**config.mk**
```make
export PLATFORM = sky130hd
export DESIGN_NAME = data_convert_button
export DESIGN_NICKNAME = d
export VERILOG_FILES = /design/src/rtl/data_convert_button.sv
export SDC_FILE = /design/constraint.sdc
export NUM_CORES = 1
export LEC_CHECK = 0
export ABC_AREA = 1
export BUFFER_PORTS_ARGS = -buffer_cell sky130_fd_sc_hd__clkbuf_2
export CORE_MARGIN = 2
export CORE_UTILIZATION = 45
export CTS_CLUSTER_DIAMETER = 200
export CTS_CLUSTER_SIZE = 10
export DETAILED_ROUTE_END_ITERATION = 16
export GPL_ROUTABILITY_DRIVEN = 0
export HOLD_SLACK_MARGIN = 0.08
export PLACE_DENSITY = 0.74
export SETUP_SLACK_MARGIN = 0.1
export SLEW_MARGIN = 0
export SYNTH_ARGS = -nofsm -noshare
export SYNTH_HDL_FRONTEND = slang
export SYNTH_SLANG_ARGS = --single-unit
```
**constraint.sdc**
```tcl
create_clock -name clock -period 2.49 [get_ports clock]
set_clock_uncertainty 0.05 [all_clocks]
set_input_delay 0.249 -clock clock [delete_from_list [all_inputs] [get_ports clock]]
set_output_delay 0.249 -clock clock [all_outputs]
set_load 0.01 [all_outputs]
```
**src/rtl/data_convert_button.sv**
```systemverilog
// Expands a 2-bit button code into a one-hot pulse held for HOLD_CYCLES,
// followed by GAP_CYCLES all-low cycles, with a one-entry request queue.
module data_convert_button #(
    parameter int HOLD_CYCLES = 4,
    parameter int GAP_CYCLES  = 1
) (
    input  logic       clock,
    input  logic       reset,
    input  logic [1:0] dataIn,
    input  logic       dataValid,
    output logic [3:0] buttonOut,
    output logic       busy,
    output logic       pending,
    output logic       overflow
);

    typedef enum logic [1:0] {
        IDLE = 2'd0,
        HOLD = 2'd1,
        GAP  = 2'd2
    } state_t;

    localparam logic [7:0] HOLD_LOAD = 8'(HOLD_CYCLES - 1);
    localparam logic [7:0] GAP_LOAD  = (GAP_CYCLES > 0) ? 8'(GAP_CYCLES - 1) : 8'd0;
    localparam bit         HAS_GAP   = (GAP_CYCLES > 0);

    state_t     state, state_n;
    logic [7:0] cnt, cnt_n;
    logic [1:0] code, code_n;
    logic       q_full, q_full_n;
    logic [1:0] q_code, q_code_n;
    logic       ovf_n;
    logic       decide;
    logic [3:0] button_n;

    always_comb begin
        state_n  = state;
        cnt_n    = cnt;
        code_n   = code;
        q_full_n = q_full;
        q_code_n = q_code;
        ovf_n    = 1'b0;
        decide   = 1'b0;

        case (state)
            IDLE: begin
                if (dataValid) begin
                    code_n  = dataIn;
                    cnt_n   = HOLD_LOAD;
                    state_n = HOLD;
                end
            end
            HOLD: begin
                if (cnt == 8'd0) begin
                    if (HAS_GAP) begin
                        cnt_n   = GAP_LOAD;
                        state_n = GAP;
                    end else begin
                        decide = 1'b1;
                    end
                end else begin
                    cnt_n = cnt - 8'd1;
                end
            end
            GAP: begin
                if (cnt == 8'd0) begin
                    decide = 1'b1;
                end else begin
                    cnt_n = cnt - 8'd1;
                end
            end
            default: state_n = IDLE;
        endcase

        // A queued code outranks a fresh request; the fresh one then refills the slot.
        if (decide) begin
            if (q_full) begin
                code_n   = q_code;
                cnt_n    = HOLD_LOAD;
                state_n  = HOLD;
                q_full_n = dataValid;
                if (dataValid) begin
                    q_code_n = dataIn;
                end
            end else if (dataValid) begin
                code_n  = dataIn;
                cnt_n   = HOLD_LOAD;
                state_n = HOLD;
            end else begin
                state_n = IDLE;
            end
        end else if ((state != IDLE) && dataValid) begin
            if (!q_full) begin
                q_full_n = 1'b1;
                q_code_n = dataIn;
            end else begin
                ovf_n = 1'b1;
            end
        end

        button_n = (state_n == HOLD) ? (4'b0001 << code_n) : 4'b0000;
    end

    always_ff @(posedge clock or negedge reset) begin
        if (!reset) begin
            state     <= IDLE;
            cnt       <= 8'd0;
            q_full    <= 1'b0;
            buttonOut <= 4'b0000;
            busy      <= 1'b0;
            pending   <= 1'b0;
            overflow  <= 1'b0;
        end else begin
            state     <= state_n;
            cnt       <= cnt_n;
            q_full    <= q_full_n;
            buttonOut <= button_n;
            busy      <= (state_n != IDLE);
            pending   <= q_full_n;
            overflow  <= ovf_n;
        end
    end

    // Codes only matter while state/q_full qualify them, so they need no reset.
    always_ff @(posedge clock) begin
        code   <= code_n;
        q_code <= q_code_n;
    end

endmodule

```
==> results.json <==
{
  "final_common_cell": "nand2_1",
  "fin_ws_ps": 700,
  "whs_ps": 98.2,
  "power_uw": 546,
  "die_h_um": 56.1,
  "core-area_sq_um": 2520,
  "pre_cts_ws_ps": 721,
  "insertion_delay_ps": 300,
  "status": "complete, no violations",
  "r2r-start": "cnt[0]$_DFF_PN0_",
  "r2r_slack_ps": 700,
  "grt_pass1_wl_um": 4100,
  "ctsResizeCount": 0,
  "final_cell_area_sq_um": 1350,
  "fill_cells": 250,
  "vias_per_cell": 4.88,
  "htree_levels": 1,
  "synth_area_sq_um": 1220,
  "maxSlewViolCount": 0,
  "nNetsFinal": 184,
  "cp_max_fo": 5,
  "p_seq_frac": 0.643,
  "cellLeakagePower_nw": 0.729,
  "min_path_type": "input port to register",
  "ys_warn_count": 0,
  "ctsLongestPathBuffers": 2,
  "power.density_nw_per_um2": 404,
  "antenna_found_initial": 0,
  "initial_utilization": 0.484,
  "reg2regPathDepth": 8,
  "vias": 1001,
  "cts_tree": "done",
  "power_frac_comb": 0.060,
  "holdPathEnd": "q_code[1]$_DFFE_PP_",
  "die_area_sq_um": 3150,
  "cts_setup_buffers": 0,
  "postPlaceCellArea_sq_um": 1310,
  "max_freq_ghz": 0.559,
  "critical_path_arrival_ps": 1770,
  "top_level_ports": 12,
  "gr-total-overflow": 0,
  "wl_per_cell_um": 11.2,
  "ant_nets": 0,
  "finalSetupTns_ps": 0,
  "synthCells": 159,
  "cellInternalPower_uw": 419,
  "setup_violations": 0,
  "grt.total_usage": 0.161,
  "grt_max_degree": 18,
  "grt_setup_unrepaired": "false",
  "finalHoldViolCount": 0,
  "layout-drive-gt1-share": 0.223,
  "max_cap_viol_count": 0,
  "synth_cell_types": 27,
  "worstPathRequired_ps": 2470,
  "met1_usage": 0.208,
  "cts-root-buf": "clkbuf_4",
  "period_minus_slack_ps": 1790,
  "dr.pass1.iters": 4,
  "numCtsBuffers": 3,
  "drc": 0,
  "areaGrowthSynthToFinish_pct": 10.7,
  "holdPathStages": 1,
  "finalWirelength_um": 2310,
  "syn_nets": 167,
  "hold_start": "dataIn[1]",
  "io_buffer_count": 11,
  "cts_sinks": 21,
  "worstSetupEndpointType": "register",
  "fp.dieW_um": 56.1,
  "switching_power_uw": 126,
  "row_count": 18,
  "ctsHoldBuffers": 1,
  "cp-startpoint": "cnt[0]$_DFF_PN0_",
  "r2r-end": "q_code[1]$_DFFE_PP_",
  "cp-start-kind": "register",
  "ir_worst_vdd_mv": 0.352,
  "p_sw_frac": 0.231,
  "pwr-share-clk": 0.297,
  "ys_seq_elements": 21,
  "grtUsageMet3": 0.0209,
  "dpl.hpwl_um": 1840,
  "grt_use_met2": 0.277,
  "synth-seq-area-share": 0.430,
  "grt_pass1_vias": 970,
  "first_iter_violations": 19,
  "grt_busiest_layer": "met2",
  "critical_path_class": "register to register",
  "slew_headroom": 0.712,
  "tightest_slew_ps": 432,
  "clk_pin_slew_ps": 120,
  "avgSynthCellArea_sq_um": 7.68,
  "most-common-layout-cells": "47 x nand2_1, 21 x inv_1, 17 x dfrtp_1",
  "fin_crit_sh": 0.719,
  "antennaDiodeCount": 0
}
## worst max-delay path, stage by stage (launching register included)
cell     delay (ps)
dfrtp_1         380
inv_1           150
ha_1            200
nand2_1          60
nor2_1          250
nand2_1         140
nand2_1         120
nand3_1          80
inv_1            90
## sequential cells by signal (all words and copies together) (netlist names)
register   count
buttonOut      4
code           2
state          2
busy           1
q_full         1
overflow       1
cnt            8
q_code         2
## logic make-up after synthesis
| group | synth area share |
|---|---|
| AND/OR/NAND/NOR | 0.370 |
| buffers and inverters | 0.0830 |
| flip-flops | 0.430 |
| AO/OA/AOI/OAI | 0.0645 |
| XOR/XNOR | 0.0215 |
| adder cells (fa/ha/maj) | 0.0307 |
## Yosys cell counts (all sizes together)
cell type / count / area share
dfxtp: 2 / 0.033
xor2: 3 / 0.022
dfrtp: 17 / 0.35
o211a: 1 / 0.0082
o21ai: 8 / 0.033
ha: 3 / 0.031
inv: 27 / 0.083
o211ai: 2 / 0.012
nand3b: 1 / 0.0061
nor3: 1 / 0.0082
a21oi: 2 / 0.011
nand2: 55 / 0.19
nand4: 3 / 0.015
edfxtp: 2 / 0.049
nand3: 15 / 0.076
or2: 2 / 0.010
nor2: 15 / 0.065
## worst max path at each step
stage / depth (start not counted) / end
global route: 8 / q_code[1]$_DFFE_PP_
global placement: 8 / q_code[0]$_DFFE_PP_
CTS: 8 / q_code[1]$_DFFE_PP_
detailed placement: 8 / q_code[1]$_DFFE_PP_
floorplan: 8 / q_code[0]$_DFFE_PP_
finish: 8 / q_code[1]$_DFFE_PP_
## power groups by stage
stage | logic (mW) | clock network, mW | registers, mW
global route | 0.0381 | 0.184 | 0.351
finish | 0.0328 | 0.162 | 0.351
global placement | 0.0315 | 0 | 0.358
floorplan | 0.0150 | 0 | 0.358
detailed placement | 0.0322 | 0 | 0.357
CTS | 0.0335 | 0.169 | 0.351
## cell type report
cell class / instances / area, sq um / area share
multi-input cells: 111 / 594 / 0.440
flip-flops and latches: 21 / 526 / 0.389
inverters: 27 / 101 / 0.0750
repair buffers: 12 / 65.1 / 0.0481
well taps: 30 / 37.5 / 0.0278
clock buffers: 3 / 22.5 / 0.0167
clock inverters: 1 / 5.00 / 0.00370
## per-stage QoR
stage / utilization / std cells
floorplan: - / 159
global placement: 0.521 / 200
detailed placement: 0.521 / 200
CTS: 0.536 / 205
global route: 0.536 / 205
finish: 0.536 / 205
## metal layers
metal,vias up,share of wire
met4,0,0.016
met3,4,0.030
met2,15,0.48
met1,454,0.47
met5,-,0
li1,528,-
No activity file was read; power rests on OpenSTA's default activity.
